**src/rtl/isa_secuenciador_if.sv**
```systemverilog
// Instruction handshake and datapath bus of the sequencer.
// The sequencer is the slave; the instruction source and datapath form the master.
interface isa_secuenciador_if #(
    parameter int DATA_W = 32,
    parameter int ADDR_W = 5,
    parameter int OP_W   = 3,
    parameter int CNT_W  = 16
);
    logic              instr_valid;
    logic              instr_ready;
    logic [19:0]       instr;
    logic [ADDR_W-1:0] br_dl1;
    logic [ADDR_W-1:0] br_dl2;
    logic [ADDR_W-1:0] br_de;
    logic [DATA_W-1:0] br_dato;
    logic              br_we;
    logic [OP_W-1:0]   alu_op;
    logic [DATA_W-1:0] alu_res;
    logic [ADDR_W-1:0] ram_dir;
    logic [DATA_W-1:0] ram_datos;
    logic              ram_we;
    logic              busy;
    logic              done;
    logic [CNT_W-1:0]  instr_count;

    modport master (
        output instr_valid, instr, alu_res,
        input  instr_ready, br_dl1, br_dl2, br_de, br_dato, br_we,
        input  alu_op, ram_dir, ram_datos, ram_we, busy, done, instr_count
    );

    modport slave (
        input  instr_valid, instr, alu_res,
        output instr_ready, br_dl1, br_dl2, br_de, br_dato, br_we,
        output alu_op, ram_dir, ram_datos, ram_we, busy, done, instr_count
    );
endinterface

```
**src/rtl/isa_secuenciador.sv**
```systemverilog
// Multi-cycle control FSM for the Banco/ALU/RAM datapath.
// One 20-bit instruction per 5 cycles: READ, EXEC, MEM, WB, DONE.
module isa_secuenciador #(
    parameter int DATA_W = 32,
    parameter int ADDR_W = 5,
    parameter int OP_W   = 3,
    parameter int CNT_W  = 16
) (
    input  logic                clk,
    input  logic                rst_n,
    isa_secuenciador_if.slave   bus
);
    typedef enum logic [2:0] {
        IDLE,
        READ,
        EXEC,
        MEM,
        WB,
        DONE
    } state_t;

    state_t            state;
    logic [19:0]       ir_q;
    logic [DATA_W-1:0] res_q;
    logic              ready_q;
    logic              busy_q;
    logic              ram_we_q;
    logic              br_we_q;
    logic              done_q;
    logic [CNT_W-1:0]  cnt_q;
    logic              accept;

    assign accept = bus.instr_valid & ready_q;

    // Fields come only from the latched instruction so they hold for the whole run.
    assign bus.br_dl1      = ir_q[19:15];
    assign bus.br_dl2      = ir_q[14:10];
    assign bus.alu_op      = ir_q[8:6];
    assign bus.br_de       = ir_q[5:1];
    assign bus.ram_dir     = ir_q[5:1];
    assign bus.br_dato     = res_q;
    assign bus.ram_datos   = res_q;
    assign bus.br_we       = br_we_q;
    assign bus.ram_we      = ram_we_q;
    assign bus.instr_ready = ready_q;
    assign bus.busy        = busy_q;
    assign bus.done        = done_q;
    assign bus.instr_count = cnt_q;

    // Sequencer: strobes are registered one-cycle pulses set on entry to their state.
    always_ff @(posedge clk or negedge rst_n) begin
        if (!rst_n) begin
            state    <= IDLE;
            ir_q     <= '0;
            res_q    <= '0;
            ready_q  <= 1'b1;
            busy_q   <= 1'b0;
            ram_we_q <= 1'b0;
            br_we_q  <= 1'b0;
            done_q   <= 1'b0;
            cnt_q    <= '0;
        end else begin
            ram_we_q <= 1'b0;
            br_we_q  <= 1'b0;
            done_q   <= 1'b0;
            unique case (state)
                IDLE, DONE: begin
                    if (accept) begin
                        state   <= READ;
                        ir_q    <= bus.instr;
                        ready_q <= 1'b0;
                        busy_q  <= 1'b1;
                    end else begin
                        state   <= IDLE;
                        ready_q <= 1'b1;
                        busy_q  <= 1'b0;
                    end
                end
                READ: begin
                    state <= EXEC;
                end
                EXEC: begin
                    state    <= MEM;
                    res_q    <= bus.alu_res;
                    ram_we_q <= ir_q[0];
                end
                MEM: begin
                    state   <= WB;
                    br_we_q <= ir_q[9];
                end
                WB: begin
                    state   <= DONE;
                    done_q  <= 1'b1;
                    ready_q <= 1'b1;
                    cnt_q   <= cnt_q + CNT_W'(1);
                end
                default: begin
                    state <= IDLE;
                end
            endcase
        end
    end
endmodule
```
**src/flat_wrapper.sv**
```systemverilog
// flat-port wrapper written by rule: the top's interface ports become plain ports
module isa_secuenciador_flat 
#(
    parameter int DATA_W = 32,
    parameter int ADDR_W = 5,
    parameter int OP_W   = 3,
    parameter int CNT_W  = 16
)
  (clk, rst_n, bus_instr_valid, bus_instr, bus_alu_res, bus_instr_ready, bus_br_dl1, bus_br_dl2, bus_br_de, bus_br_dato, bus_br_we, bus_alu_op, bus_ram_dir, bus_ram_datos, bus_ram_we, bus_busy, bus_done, bus_instr_count);
  isa_secuenciador_if #(.DATA_W(DATA_W), .ADDR_W(ADDR_W), .OP_W(OP_W), .CNT_W(CNT_W)) bus_i ();
  input  logic clk;
  input  logic rst_n;
  input wire logic [$bits(bus_i.instr_valid)-1:0] bus_instr_valid;
  input wire logic [$bits(bus_i.instr)-1:0] bus_instr;
  input wire logic [$bits(bus_i.alu_res)-1:0] bus_alu_res;
  output wire logic [$bits(bus_i.instr_ready)-1:0] bus_instr_ready;
  output wire logic [$bits(bus_i.br_dl1)-1:0] bus_br_dl1;
  output wire logic [$bits(bus_i.br_dl2)-1:0] bus_br_dl2;
  output wire logic [$bits(bus_i.br_de)-1:0] bus_br_de;
  output wire logic [$bits(bus_i.br_dato)-1:0] bus_br_dato;
  output wire logic [$bits(bus_i.br_we)-1:0] bus_br_we;
  output wire logic [$bits(bus_i.alu_op)-1:0] bus_alu_op;
  output wire logic [$bits(bus_i.ram_dir)-1:0] bus_ram_dir;
  output wire logic [$bits(bus_i.ram_datos)-1:0] bus_ram_datos;
  output wire logic [$bits(bus_i.ram_we)-1:0] bus_ram_we;
  output wire logic [$bits(bus_i.busy)-1:0] bus_busy;
  output wire logic [$bits(bus_i.done)-1:0] bus_done;
  output wire logic [$bits(bus_i.instr_count)-1:0] bus_instr_count;
  assign bus_i.instr_valid = bus_instr_valid;
  assign bus_i.instr = bus_instr;
  assign bus_i.alu_res = bus_alu_res;
  assign bus_instr_ready = bus_i.instr_ready;
  assign bus_br_dl1 = bus_i.br_dl1;
  assign bus_br_dl2 = bus_i.br_dl2;
  assign bus_br_de = bus_i.br_de;
  assign bus_br_dato = bus_i.br_dato;
  assign bus_br_we = bus_i.br_we;
  assign bus_alu_op = bus_i.alu_op;
  assign bus_ram_dir = bus_i.ram_dir;
  assign bus_ram_datos = bus_i.ram_datos;
  assign bus_ram_we = bus_i.ram_we;
  assign bus_busy = bus_i.busy;
  assign bus_done = bus_i.done;
  assign bus_instr_count = bus_i.instr_count;
  isa_secuenciador #(.DATA_W(DATA_W), .ADDR_W(ADDR_W), .OP_W(OP_W), .CNT_W(CNT_W)) u_core (.clk(clk), .rst_n(rst_n), .bus(bus_i));
endmodule
```
**config.mk**
```make
export PLATFORM = sky130hd
export DESIGN_NAME = isa_secuenciador_flat
export DESIGN_NICKNAME = d
export VERILOG_FILES = /design/src/rtl/isa_secuenciador_if.sv /design/src/rtl/isa_secuenciador.sv /design/src/flat_wrapper.sv
export SDC_FILE = /design/constraint.sdc
export NUM_CORES = 1
export LEC_CHECK = 0
export CAP_MARGIN = 20
export CORE_ASPECT_RATIO = 1.1
export CORE_MARGIN = 4
export CORE_UTILIZATION = 41
export DETAILED_ROUTE_END_ITERATION = 10
export HOLD_SLACK_MARGIN = 0.06
export PLACE_DENSITY = 0.81
export REMOVE_ABC_BUFFERS = 1
export SETUP_SLACK_MARGIN = 0.3
export SLEW_MARGIN = 20
export SYNTH_ARGS = -nofsm -noshare
export SYNTH_HDL_FRONTEND = slang
export SYNTH_SLANG_ARGS = --single-unit
export TNS_END_PERCENT = 30
```
**constraint.sdc**
```tcl
create_clock -name clk -period 3.86 [get_ports clk]
set_input_delay 0.386 -clock clk [delete_from_list [all_inputs] [get_ports clk]]
set_output_delay 0.386 -clock clk [all_outputs]
set_load 0.02 [all_outputs]
```
# After elaboration in Yosys (flattened, before gate mapping)
# Index checks and enable logic that the tools add are counted.
dict set report totals {
  ff_bits 76
  input_bits 55
}
dict set report classes {
  n_addsub 1
  eq_ne 5
  muxes 8
  bitwise 1
  reduce_logical 4
}
# cell n
set op_table {}
lappend op_table {{16-bit by 1-bit adder with 16-bit output, second input constant} 1}
lappend op_table {{3-bit case mux with 5 select lines} 1}
lappend op_table {{3-bit by 2-bit == test with 1-bit output, second input constant} 2}
lappend op_table {{3-bit == test, second input constant} 2}
lappend op_table {{1-bit 2-to-1 mux} 6}
lappend op_table {{3-bit by 1-bit == test with 1-bit output, second input constant} 1}
lappend op_table {{3-bit logical NOT} 1}
lappend op_table {{1-bit case mux with 2 select lines} 1}
lappend op_table {{2-bit AND reduction} 1}
lappend op_table {{2-bit nonzero test} 1}
lappend op_table {{2-bit OR reduction} 1}
lappend op_table {{1-bit bitwise AND} 1}

# Longest topological paths before layout
# Gate-level depths: netlist of the first run.
dict set report depth {
  word_depth 3
  mapped_depth 6
  mapped_depth_nobuf 4
}

# Worst setup path after synthesis of the first run
# OpenSTA, ideal clock, no wires.
dict set report synth_path {
  path_kind {register to register}
  startpoint {register u_core.state[0]}
  endpoint {register u_core.ir_q[2]}
  setup_ns 0.125
  arrival_time_ns 1.514
  slack_ns 2.221
  stages_incl_launch_ff 6
  n_path_buf 2
  synth_period_minus_slack_ns 1.639
  cell_sequence {dfrtp_1 buf_2 and2b_4 nor4_4 buf_6 mux2_2}
}
dict set report synth_between {
  elab_chain_cells 3
  word_cells_on_any_way 4
  cone_classes {eq/ne (1); reduce/logical (3)}
}
# element line
set synth_lines {}
lappend synth_lines {{start: declaration} isa_secuenciador.sv:22} ;# state_t state;
lappend synth_lines {{start signal: assignment} isa_secuenciador.sv:53} ;# state <= IDLE;
lappend synth_lines {{start signal: assignment} isa_secuenciador.sv:69} ;# state <= READ;
lappend synth_lines {{start signal: assignment} isa_secuenciador.sv:74} ;# state <= IDLE;
lappend synth_lines {{3-bit == test / 3-bit logical NOT (equally long branches)} isa_secuenciador.sv:66} ;# unique case (state)
lappend synth_lines {{2-bit OR reduction *} isa_secuenciador.sv:66}
lappend synth_lines {{2-bit AND reduction (no line) *} --}
lappend synth_lines {{end signal: assignment} isa_secuenciador.sv:70} ;# ir_q <= bus.instr;
lappend synth_lines {{end: declaration} isa_secuenciador.sv:23} ;# logic [19:0] ir_q;
# Every way passes the cells marked *; elsewhere a longest branch is shown, timed or not.
# A chain may end at the register's enable or synchronous reset.

# Worst setup path in the final report of the first run
dict set report layout_path {
  startpoint {register u_core.state[1]}
  endpoint {register u_core.res_q[6] (netlist: u_core.bus.br_dato[6])}
}
dict set report layout_between {
  elab_chain_cells 1
}
# element line
set layout_lines {}
lappend layout_lines {{3-bit by 2-bit == test with 1-bit output} isa_secuenciador.sv:66}
lappend layout_lines {{end signal: assignment} isa_secuenciador.sv:84} ;# res_q <= bus.alu_res;
lappend layout_lines {{end: declaration} isa_secuenciador.sv:24} ;# logic [DATA_W-1:0] res_q;
# Every way passes these cells.

==> impl_results.md, run 1 <==
* Status: finished clean
* CTS Root Cell: clkbuf_8
* Post-DP HPWL at 5.495 mm
* Row count at 34
* Via count at 2,149
* Max Cap Violations at 0
* Vias per std cell at 4.582
* Area grow syn2layout at 43.19%
* Async S/R FF share, synth at 100.0%
* Logic pwr share at 55.6%
* Most numerous cell in the Yosys netlist: dfrtp_1
* Num ports at 163
* Top cell type's share of synthesized area at 55.51%
* CTS resizes at 0
* Crit-path leading delay family: simple AND/OR/NAND/NOR gates
* RSZ-0062 raised after global routing: false
* Met3 usage at 4.776%
* Max incr delay on CP at 670 ps
* Worst-Margin Slew at 937.8 ps
* IO Port Bufs at 162
* Clk buf depth at 2
* EDFF count, synth at 0
* Ratio of cells with drive above 1 in the final layout at 19.11%
* Clock-pin slew on the worst setup and hold paths at 80 ps
* ANT nets after route at 0
* Clock network fraction of total power at 12.1%
* Initial drt markers at 33
* Reg2Reg Depth at 3
* Slowest-stage cell, CP: nor3b_4
* Pwr dens at 891.9 mW/mm^2
* Num CTS Buffers at 9
* Leak at 0.002002 uW
* Power Total at 4317 uW
* Slew Limit Fails at 0
* CP Capture Type: flop
* Die Width at 94.58 um
* Cell total after placement at 454
* Final Setup Violations at 0
* Skew-Pair Late Insertion Delay at 330 ps
* Clock net sink count at 76
* First-pass GRT wire length at 11.38 mm
* Hold buffers post-CTS at 0
* Syn Inst Count at 247
* Ys flop type: dfrtp_1
* Largest net degree at the start of global routing at 77
* Highest Clock Rate at 0.4796 GHz
* Fin Clk Skew at 10.15 ps
* Sequential-to-total area share from yosys stat at 56.29%
* Crit path depth at 3
* Die ar. at 0.009764 sq mm
* Drt total wl at 7.137 mm
* Min-Delay Path Class: primary input to async pin
* Routing usage on met2 at 27.46%
* Crit path kind: flop to flop
* YS warnings at 0
* Total track usage at 15.25%
* Sw Share at 38.09%
* Netlist cell types at 28
* WP buf/inv at 1
* Hold Violations, Final at 0
* Crit start category: flop
* Setup_tns at 0 ps
* Die Span Y at 103.2 um
* CTS tree: done
* H-tree levels at 3
* Largest cells by area after synthesis: dfrtp_1, mux2_2, buf_4, xnor2_1, mux2_1
* Core Footprint at 0.007955 sq mm
* Worst slew margin at 37.48%
* Sequential share of power at 32.4%
* Initial antenna violation count at 0
* Routed WL per cell at 15.22 um
* FF+latch count, synth at 76
* Tmin final at 2085 ps
* Internal Power at 2673 uW
* Final non-filler cell total at 469
* GR Util met1 at 16.90%
* Gr busiest metal: met2
* Crit-path max FO at 20
* Cell taking the most area after synthesis: dfrtp_1
* Post-Synthesis Cell Area at 0.003381 sq mm
* Critical Path RT at 4080 ps
* Most common library cells after synthesis: dfrtp_1, buf_4, mux2_2
* Vias in the first global route at 2,274
* Post CTS Setup Buffer Count at 0
* Critical path cell sequence: nor3b_4 -> buf_4 -> mux2_2
* Psw at 1644 uW
* 1st-pass router iterations at 4
* Initial Util at 42.50%
* Diode count at 0
* Nets at 413
* GPL Wtd Cong at 0.6568
* Gr ovfl total at 0
* Crit share post-route at 54.02%
* DRC viols at 0
* Crit path DAT at 2300 ps
* Avg Synthesized Cell Area at 13.69 sq um
* Peak supply drop at 0.4984 mV
[cell type report]
class	instances	area, sq um
fillers	646	3114
flip-flops and latches	76	1903
repair buffers	164	1634
multi-input cells	106	1001
clock buffers	11	141.4
well taps	108	135.1
clock inverters	4	26.28
[flip-flops by register name (all words and copies together) (netlist names)]
name                    cells
u_core.bus.instr_count     16
u_core.bus.done             1
u_core.bus.ram_we           1
u_core.ir_q                20
u_core.bus.br_dato         32
u_core.bus.br_we            1
u_core.state                3
u_core.bus.busy             1
u_core.bus.instr_ready      1
[path summary, 6_finish.rpt]
| path | startpoint | to | slack (ps) |
|---|---|---|---|
| hold / removal | rst_n | u_core.bus.br_dato[12]$_DFFE_PN0P_ | 200 |
| min in group clk | u_core.bus.instr_count[15]$_DFFE_PN0P_ | u_core.bus.instr_count[15]$_DFFE_PN0P_ | 480 |
| hold reg to reg | u_core.bus.instr_count[15]$_DFFE_PN0P_ | u_core.bus.instr_count[15]$_DFFE_PN0P_ | 480 |
| max in group asynchronous | rst_n | u_core.ir_q[15]$_DFFE_PN0P_ | 3060 |
| setup / recovery | u_core.state[1]$_DFF_PN0_ | u_core.bus.br_dato[6]$_DFFE_PN0P_ | 1770 |
| setup reg to reg | u_core.state[1]$_DFF_PN0_ | u_core.bus.br_dato[6]$_DFFE_PN0P_ | 1770 |
[metrics by stage]
stage	hold slack [ps]	area (sq um)	utilization [%]	worst slack, ps
6_report	201.1	4841	60.85	1775
5_1_grt	260.3	4841	60.85	1635
4_1_cts	223.4	4841	60.85	1748
3_5_place_dp	467.1	4673	58.74	1759
3_3_place_gp	462.7	4673	58.74	1772
2_1_floorplan	90.41	2898	-	1417
[cells in the final DEF, fill, tap and decap left out, drive strengths merged]
cell | synthesis | layout
xor2 | 2 | 2
a21o | 1 | 1
mux2 | 53 | 53
nand3 | 5 | 5
and2b | 1 | 1
ha | 1 | 1
clkbuf | 1 | 11
dfrtp | 75 | 75
xnor2 | 14 | 14
and3 | 3 | 3
nor2b | 1 | 1
and4 | 2 | 2
clkinvlp | 0 | 1
o31ai | 1 | 1
nand2b | 1 | 1
clkinv | 0 | 3
clkdlybuf4s50 | 0 | 161
and2 | 3 | 3
nor4 | 1 | 1
or3 | 1 | 1
nand2 | 5 | 5
buf | 64 | 3
nor3b | 2 | 2
nor2 | 4 | 4
nand4 | 4 | 4
and4b | 1 | 1
dfstp | 1 | 1
[power groups by stage]
| stage | Combinational (uW) | Sequential (uW) | Clock, uW |
|---|---|---|---|
| after floorplan | 570 | 2020 | 0 |
| after global placement | 2390 | 1400 | 0 |
| after detailed placement | 2430 | 1420 | 0 |
| after CTS | 2440 | 1410 | 547 |
| after global routing | 2520 | 1460 | 586 |
| final | 2400 | 1400 | 520 |
[kinds of logic after synthesis]
kind of cell | after synthesis | synth area share, %
AOI/OAI and AO/OA | 2 | 0.4443
xor gates and xnor gates | 16 | 4.145
adders and majority gates | 1 | 0.3700
buffers and inverters | 65 | 14.29
DFF | 76 | 56.29
muxes | 53 | 17.65
and+or+nand+nor | 34 | 6.810
[metal layers]
layer,vias to the layer above,wire length [um]
li1,992,-
met1,1063,2638
met2,81,3850
met3,13,525
met4,0,124
met5,-,0
Power figures use the tool's default switching activity.
==> run 2: changes to the inputs <==
--- a/config.mk
+++ b/config.mk
@@ -8,10 +8,10 @@
 export CAP_MARGIN = 20
 export CORE_ASPECT_RATIO = 1.1
 export CORE_MARGIN = 4
-export CORE_UTILIZATION = 41
+export CORE_UTILIZATION = 37
 export DETAILED_ROUTE_END_ITERATION = 10
 export HOLD_SLACK_MARGIN = 0.06
-export PLACE_DENSITY = 0.81
+export PLACE_DENSITY = 0.77
 export REMOVE_ABC_BUFFERS = 1
 export SETUP_SLACK_MARGIN = 0.3
 export SLEW_MARGIN = 20
==> constraint.sdc (replaced) <==
create_clock -name clk -period 1.72 [get_ports clk]
set_input_delay 0.172 -clock clk [delete_from_list [all_inputs] [get_ports clk]]
set_output_delay 0.172 -clock clk [all_outputs]
set_load 0.02 [all_outputs]
==> run 2 against run 1 <==
Against the previous run: clock power rose to 2.5 times the previous value; sequential share of layout area fell by 3.9 points; power rose to 2.6 times the previous value; sequential power rose by 130%.
==> impl_results.md, run 2 (same netlist as run 1, synthesis figures left out) <==
* Most common cell after layout, fill and taps aside: clkdlybuf4s50_1
* Crit start category: flop
* CTS tree: done
* IO Port Bufs at 162 (unchanged)
* CTS Root Cell: clkbuf_8
* Vias in the first global route at 2,453 (+7.9%)
* Post-DP HPWL at 5.585 mm (+1.6%)
* Crit-path max FO at 6 (-70%)
* Status: finished clean
* Initial antenna violation count at 0 (unchanged)
* Clock-pin slew on the worst setup and hold paths at 80 ps (about the same)
* Initial Util at 38.10% (-4.4 points)
* Via count at 2,260 (+5.2%)
* Worst-Margin Slew at 451.3 ps (-486.5 ps)
* Vias per std cell at 4.547 (-0.76%)
* Leak at 0.002423 uW (+21%)
* Initial drt markers at 36 (+9.1%)
* GPL Wtd Cong at 0.6873 (+4.6%)
* Area taken by multi-input logic gates at 0.001190 sq mm (+19%)
* Cell total after placement at 464 (+2.2%)
* Num ports at 163 (unchanged)
* CP Capture Type: flop
* Die ar. at 0.01073 sq mm (+9.9%)
* Drt total wl at 8.412 mm (+18%)
* Min-Delay Path Class: primary input to async pin
* Slew Limit Fails at 0 (unchanged)
* Ratio of cells with drive above 1 in the final layout at 26.89% (+7.8 points)
* DRC viols at 0 (unchanged)
* Nets at 434 (+5.1%)
* Filler cells at 715 (+11%)
* Diode count at 0 (unchanged)
* Core Footprint at 0.008874 sq mm (+12%)
* Num CTS Buffers at 9 (unchanged)
* Area grow syn2layout at 59.29%
* Worst slew margin at 69.91% (+32 points)
* Die Width at 99.14 um (+4.8%)
* Crit path kind: flop to flop
* Row count at 36 (+5.9%)
* Routed WL per cell at 16.93 um (+11%)
* Crit path DAT at 1800 ps (-500 ps)
* Die Span Y at 108.3 um (+4.9%)
* H-tree levels at 3 (unchanged)
* RSZ-0062 raised after global routing: true
* Fin Clk Skew at 12.02 ps (+1.866 ps)
* Highest Clock Rate at 0.6301 GHz (+31%)
* Clk buf depth at 2 (unchanged)
* Largest register FFs at 32 (unchanged)
* Clock net sink count at 76 (unchanged)
* Most frequent cells in the layout: clkdlybuf4s50_1, dfrtp_1, mux2_4
* Peak supply drop at 1.046 mV (+110%)
* Pwr dens at 2071 mW/mm^2 (+130%)
* Reg2reg setup slack at 130 ps (-1640 ps)
* First-pass GRT wire length at 13.02 mm (+14%)
* Gr ovfl total at 0 (unchanged)
* Final non-filler cell total at 497 (+6.0%)
* Crit share post-route at 92.27% (+38 points)
* Max Cap Violations at 0 (unchanged)
* Tmin final at 1587 ps (-498.0 ps)
* Largest net degree at the start of global routing at 44 (-43%)
* Total track usage at 15.47% (+0.22 points)
* Pre-CTS WS at 68.95 ps (-1690 ps)
* Hold Violations, Final at 0 (unchanged)
* Register area at 0.001906 sq mm (+0.13%)
* Critical Path RT at 1940 ps (-2140 ps)
* 1st-pass router iterations at 4 (unchanged)
* Final Setup Violations at 0 (unchanged)
* Skew-Pair Late Insertion Delay at 340 ps (about the same)
* PnR worst setup slack at 132.9 ps (-1642 ps)
* ANT nets after route at 0 (unchanged)
## run 2: changes by cell type in the layout (fill, tap and decap cells not counted), moves of 2 or more
cell / previous run / this run
mux2_4: 0 / 40
mux2_2: 47 / 12
clkdlybuf4s50_1: 161 / 151
buf_4: 3 / 9
dlymetal6s2s_1: 0 / 6
buf_6: 0 / 5
mux2_1: 6 / 1
buf_12: 0 / 4
buf_16: 0 / 4
dlygate4sd2_1: 0 / 4
and4_1: 2 / 0
dfrtp_1: 75 / 73
dfrtp_2: 0 / 2
## run 2: worst max-delay path, cell delays in order (launching register included)
cell and delay, ps:
dfrtp_1 420, nor2b_4 160, nor4_4 260, buf_4 180, buf_6 130, mux2_2 330
## run 2: path summary, 6_finish.rpt
| path | start | endpoint | cells after the start |
|---|---|---|---|
| min in group clk | bus_alu_res[26] | u_core.bus.br_dato[26]$_DFFE_PN0P_ | 2 |
| setup reg to reg | u_core.state[2]$_DFF_PN0_ | u_core.ir_q[0]$_DFFE_PN0P_ | 5 |
| hold / removal | rst_n | u_core.bus.instr_count[8]$_DFFE_PN0P_ | 2 |
| setup / recovery | u_core.state[2]$_DFF_PN0_ | u_core.ir_q[0]$_DFFE_PN0P_ | 5 |
| hold reg to reg | u_core.bus.instr_count[15]$_DFFE_PN0P_ | u_core.bus.instr_count[15]$_DFFE_PN0P_ | 1 |
| max in group asynchronous | rst_n | u_core.bus.instr_ready$_DFFE_PN1P_ | 3 |
## run 2: routing by layer
metal	routed length (um)	up-vias	GRT usage [%]
li1	-	1041	-
met1	3239	1136	17.74
met2	4575	74	27.78
met3	516	9	4.387
met4	80	0	4.976
met5	0	-	0
## run 2: what timing repair did
item / CTS / global route
pin swaps: 1 / 3
cloned: 6 / 0
endpoints found under the setup margin: 173 / 172
resized for setup: 35 / 41
endpoints found under the hold margin: 33 / 0
hold buffers: 1 / 0
setup buffers: 9 / 1
## run 2: power breakdown
group          total (uW)  switching (uW)  internal (uW)
clock network        1310             639            667
logic                6660            2810           3850
registers            3190             623           2560
## run 2: layout make-up
type,count,area share (%)
sequential,76,35.39
clock buffer,11,2.440
multi-input combinational,106,22.10
tap,114,2.649
clock inverter,5,1.022
timing repair buffer,185,36.41
## run 2: stage by stage
stage	instance area (sq um)	TNS, ps	power, uW	util (%)	hold WS [ps]
after floorplan	2898	-29390	5809	-	-123.6
after global placement	4736	0	8604	53.37	147.8
after detailed placement	4736	0	8706	53.37	148.8
after CTS	5241	0	10970	59.07	325.8
after global routing	5385	0	11710	60.69	357.5
final	5385	0	11150	60.69	332.1
==> edit 1: new RTL, config.mk and constraints of run 2 <==
Re-encode `state_t` (6 states) as one-hot, 6 bits wide.
--- a/src/rtl/isa_secuenciador.sv
+++ b/src/rtl/isa_secuenciador.sv
@@ -12,9 +12,9 @@
 );
-    typedef enum logic [2:0] {
-        IDLE,
-        READ,
-        EXEC,
-        MEM,
-        WB,
-        DONE
+    typedef enum logic [5:0] {
+        IDLE = 6'b000001,
+        READ = 6'b000010,
+        EXEC = 6'b000100,
+        MEM  = 6'b001000,
+        WB   = 6'b010000,
+        DONE = 6'b100000
     } state_t;
Function: no difference found for any inputs over 10 cycles, from zero or initial values and one cycle with rst_n low; not proved beyond that.
==> edit 1 against run 2 <==
The run now ends with negative setup slack left; hold slack improved by 0.0074 ns; global-route usage up 1.1 points; worst setup slack lost 0.18 ns; power down 18%; cell area grew 3.5%; sequential cell count is 3 higher; first-iteration DRC count is 39% higher; synthesized area increased by 6.1%; non-clock buffer count increased by 12; routed wire length up 8.1%; utilization decreased by 1.4 points.
==> edit 1: results (changes against run 2) <==
Run status
  – Status: finished with violations (was complete, no violations)
  – Failing checks: negative setup slack

Cells and area
  – Fillers: 802 (was 715)
  – Multi-input gate area in the final layout: 1330 µm² (was 1190 µm²)
  – Max reg flops: 32 (unchanged)
  – Layout cells sized above 1: 29.9% (was 26.9%)
  – Antenna cells: 0 (unchanged)
  – NumNets Final: 469 (was 434)

Detailed routing
  – Pre-antenna DRT Iters: 4 (unchanged)
  – Total number of vias: 2,491 (was 2,260)
  – Total Wirelength: 9090 µm (was 8410 µm)
  – Initial DRC Count: 50 (was 36)
  – Vias per inst: 4.66 (was 4.55)

Yosys
  – Seq/Total Area, Yosys: 55.2% (was 56.3%)
  – Ys async rst share: 100% (unchanged)
  – Synth top area cells: dfrtp_1, buf_4, mux2_2, mux2_4, xnor2_1 (was dfrtp_1, mux2_2, buf_4, xnor2_1, mux2_1)
  – Synth warn: 0 (unchanged)
  – Post-Syn Instances: 267 (was 247)
  – Synth top cells by count: dfrtp_1, buf_4, mux2_2 (unchanged)
  – Synth cell types: 31 (was 28)

Global route
  – Pin count of the biggest net entering global routing: 39 (was 44)
  – First-pass GRT wire length: 14,800 µm (was 13,000 µm)
  – Initial antenna violation count: 0 (unchanged)
  – Tot GR Track Use: 16.6% (was 15.5%)
  – Vias in the first global route: 2,862 (was 2,453)

Worst setup path
  – Worst Path Max Fanout: 10 (was 6)
  – Arr. time, crit path: 2.00 ns (was 1.80 ns)

Clock tree
  – CTS H-tree lvls: 3 (unchanged)
  – TritonCTS Buffers: 9 (unchanged)
  – Clock Tree Buf Depth: 2 (unchanged)
  – Clk slew on worst S/H paths: 0.08 ns (about the same)
  – Root buf cell: clkbuf_8 (unchanged)

Placement
  – IO Port Bufs: 162 (unchanged)
  – Placer Congestion: 0.723 (was 0.687)
  – HPWL after DPL: 6140 µm (was 5580 µm)
  – Placed cell area: 5000 µm² (was 4740 µm²)
  – Dpl ws: -0.0815 ns (was 0.0689 ns)
  – Placed cells: 497 (was 464)

STA
  – Slew headroom: 67.0% (was 69.9%)
  – Clk_skew: 0.00709 ns (was 0.0120 ns)
  – Setup violators final: 19 (was 0)
  – Sum of negative setup slack: -0.581 ns (was 0 ns)
  – Final Worst Setup Slack: -0.0500 ns (was 0.133 ns)

Pwr
  – Leakage power: 2.89 nW (was 2.42 nW)
  – Worst VDD drop: 0.000843 V (was 0.00105 V)

Worst hold path
  – HP Class: primary input to async pin (unchanged)
## edit 1: cell types whose count changed in the layout (fill, tap and decap cells not counted), moves of 3 or more
cell,delta
inv_1,+5
clkdlybuf4s50_1,-98
nand2_1,+5
mux2_2,-9
xnor2_1,-4
nor3_4,+3
o21ai_0,+3
buf_4,+13
dlymetal6s2s_1,-6
dlygate4sd2_1,+103
and4_1,+3
mux2_4,+9
xor2_1,+6
## edit 1: final timing paths
path	from	to	slack [ns]
setup / recovery	u_core.state[0]	u_core.ir_q[2]	-0.05
hold / removal	rst_n	u_core.ir_q[7]	0.34
setup reg to reg	u_core.state[0]	u_core.ir_q[2]	-0.05
hold reg to reg	u_core.ir_q[9]	u_core.bus.br_we	0.49
max in group asynchronous	rst_n	u_core.bus.instr_count[7]	0.77
min in group clk	bus_instr[1]	u_core.ir_q[1]	0.44
## edit 1: what timing repair did
item                       CTS  global route
pin swaps                   16            13
hold buffers                 1             0
setup buffers               16             1
hold endpoints to repair    35             0
setup endpoints to repair  178            76
resized for setup          175             2
gates cloned                 3             1
## edit 1: critical path, stage by stage, from the launching register on
cell     delay [ns]
dfstp_2        0.56
xnor2_1        0.09
nor4b_2        0.26
and3_4         0.27
buf_12         0.15
mux2_2         0.33
## edit 1: per-layer routing
metal	vias to the layer above	track usage, %	wire, µm
li1	1136	-	-
met3	13	4.03	474
met5	-	0	0
met1	1269	19.3	3440
met2	73	29.4	5040
met4	0	5.86	138
## edit 1: final cells by class
cell class                 instances  area share [%]
clock buffer                      11            2.72
clock inverter                     5            1.01
inverter                           7           0.516
multi-input combinational        119            23.8
sequential                        79            35.5
tap                              117            2.63
timing repair buffer             197            33.8
## edit 1: power breakdown
group | internal, mW | switching [mW] | total [mW]
clock network | 0.747 | 0.657 | 1.40
logic | 2.36 | 2.34 | 4.69
registers | 2.56 | 0.489 | 3.05
total | 5.66 | 3.48 | 9.14
## edit 1: cells by family (layout without fill, tap and decap cells)
group / Yosys count / in the layout / synth area share [%]
buffers and inverters: 69 / 220 / 14.2
AO/OA/AOI/OAI: 6 / 6 / 0.907
flip-flops: 79 / 79 / 55.2
AND/OR/NAND/NOR: 43 / 43 / 7.22
XOR/XNOR: 17 / 17 / 4.15
adder cells (fa/ha/maj): 1 / 1 / 0.349
multiplexers: 52 / 52 / 18.0
==> edit 2: new RTL, flow settings as in run 2 <==
Without the edit above. `DATA_W` is set to 32 in 3 places; all go to 64.
--- a/src/rtl/isa_secuenciador_if.sv
+++ b/src/rtl/isa_secuenciador_if.sv
@@ -3,3 +3,3 @@
 interface isa_secuenciador_if #(
-    parameter int DATA_W = 32,
+    parameter int DATA_W = 64,
     parameter int ADDR_W = 5,
--- a/src/rtl/isa_secuenciador.sv
+++ b/src/rtl/isa_secuenciador.sv
@@ -3,3 +3,3 @@
 module isa_secuenciador #(
-    parameter int DATA_W = 32,
+    parameter int DATA_W = 64,
     parameter int ADDR_W = 5,
--- a/src/flat_wrapper.sv
+++ b/src/flat_wrapper.sv
@@ -3,3 +3,3 @@
 #(
-    parameter int DATA_W = 32,
+    parameter int DATA_W = 64,
     parameter int ADDR_W = 5,
Interface: changed (resized bus_alu_res, bus_br_dato and bus_ram_datos); port bits go from 163 to 259. The function was not compared with the original's and may differ.
==> edit 2 against run 2 <==
Final cell count rose by 42%; sequential cell count increased by 32; power is 57% higher; utilization is 1.4 points higher; cell area grew 47%; hold slack better by 0.089 ns; worst setup slack lost 0.045 ns; synthesized area is 44% higher; die area grew 41%; routed wire length is 60% higher; sequential power grew 47%; combinational power grew 62%.
==> edit 2: results (changes against run 2) <==
Run status
  – Status: complete, no violations (unchanged)

Cells and area
  – NumNets Final: 634 (was 434)
  – Comb_multi_in: 138 (was 106)
  – Bufs w/o clock: 289 (was 185)
  – Num sequential: 108 (was 76)
  – Multi-input combinational area share: 20.6% (was 22.1%)
  – Final core utilization: 62.1% (was 60.7%)
  – Post-Layout Cell Count: 708 (was 497)
  – Clock-cell share: 3.84% (was 3.46%)
  – Seq area share: 34.2% (was 35.4%)
  – Non-clk buf share: 38.9% (was 36.4%)
  – Max reg flops: 64 (was 32)
  – Fillers: 989 (was 715)
  – Layout cells sized above 1: 27.9% (was 26.9%)
  – Clock buffer count: 12 (was 11)

Pwr
  – Seq group: 4.69 mW (was 3.19 mW)
  – Leakage power: 3.44 nW (was 2.42 nW)
  – Net Sw Frac: 37.2% (was 36.5%)
  – Pwr Density: 2220 nW/µm² (was 2070 nW/µm²)
  – Logic power comb: 10.8 mW (was 6.66 mW)
  – Worst VDD drop: 0.00104 V (was 0.00105 V)

Global route
  – First-pass GRT wire length: 20,700 µm (was 13,000 µm)
  – Met1 Track Usage GR: 19.6% (was 17.7%)
  – GRT met3 Usage: 6.55% (was 4.39%)
  – Vias in the first global route: 3,678 (was 2,453)
  – M2 GR Usage: 31.1% (was 27.8%)
  – Pin count of the biggest net entering global routing: 109 (was 44)
  – Tot GR Track Use: 17.3% (was 15.5%)

Clock tree
  – Number of setup buffers added after CTS: 15 (was 9)
  – Post-CTS Resized: 46 (was 35)
  – Clock Tree Buf Depth: 2 (unchanged)
  – Root buf cell: clkbuf_16 (was clkbuf_8)

Worst setup path
  – Worst Setup EP: u_core.ir_q[6] (was u_core.ir_q[0])
  – Worst setup path start: u_core.state[0] (was u_core.state[2])
  – Arr. time, crit path: 1.85 ns (was 1.80 ns)
  – Slowest stage cell, crit path: dfrtp_2 (was dfrtp_1)
  – CP max stage delay: 0.49 ns (was 0.42 ns)
  – Worst Path Max Fanout: 7 (was 6)
  – Worst reg2reg path startpoint: u_core.state[0] (was u_core.state[2])
  – Cell family with most CP delay: flip-flops (was simple AND/OR/NAND/NOR gates)

Placement
  – Dpl ws: 0.00114 ns (was 0.0689 ns)
  – Placed cells: 669 (was 464)
  – IO Port Bufs: 258 (was 162)
  – Placer Congestion: 0.754 (was 0.687)
  – Placed cell area: 7020 µm² (was 4740 µm²)
  – HPWL after DPL: 9510 µm (was 5580 µm)

Yosys
  – Synth top area cells: dfrtp_1, mux2_2, buf_4, mux2_4, xnor2_1 (was dfrtp_1, mux2_2, buf_4, xnor2_1, mux2_1)
  – Syn Area/Cell: 14.1 µm² (was 13.7 µm²)

Detailed routing
  – Total number of vias: 3,276 (was 2,260)
  – Initial DRC Count: 95 (was 36)
  – Drt wl/cell: 19.0 µm (was 16.9 µm)

STA
  – Final Worst Setup Slack: 0.0879 ns (was 0.133 ns)
  – Worst hold slack: 0.422 ns (was 0.332 ns)
  – Clk_skew: 0.00611 ns (was 0.0120 ns)
  – Worst Tran Pin Value: 0.598 ns (was 0.451 ns)
==> edit 2: changes by cell type after synthesis <==
cell | run 2 | this run
mux2_4 | 0 | 18
mux2_2 | 47 | 67
and4b_1 | 1 | 0
buf_4 | 56 | 91
mux2_1 | 6 | 0
nor2b_2 | 0 | 1
and4b_2 | 0 | 1
nor2b_1 | 1 | 0
dfrtp_1 | 75 | 107
==> edit 2: cells by family (layout without fill, tap and decap cells) <==
| family | after synthesis | count (layout) | synth area share (%) |
|---|---|---|---|
| buffers and inverters | 100 | 305 | 15.3 |
| AO/OA/AOI/OAI | 2 | 2 | 0.308 |
| flip-flops | 108 | 108 | 55.5 |
| multiplexers | 85 | 85 | 21.0 |
| XOR/XNOR | 16 | 16 | 2.87 |
| adder cells (fa/ha/maj) | 1 | 1 | 0.257 |
| AND/OR/NAND/NOR | 34 | 34 | 4.80 |
==> edit 2: metal layers <==
metal	share of wire [%]	up-vias
met1	39	1638
met5	0	-
met2	52	151
met3	8.3	10
met4	0.86	0
li1	-	1477
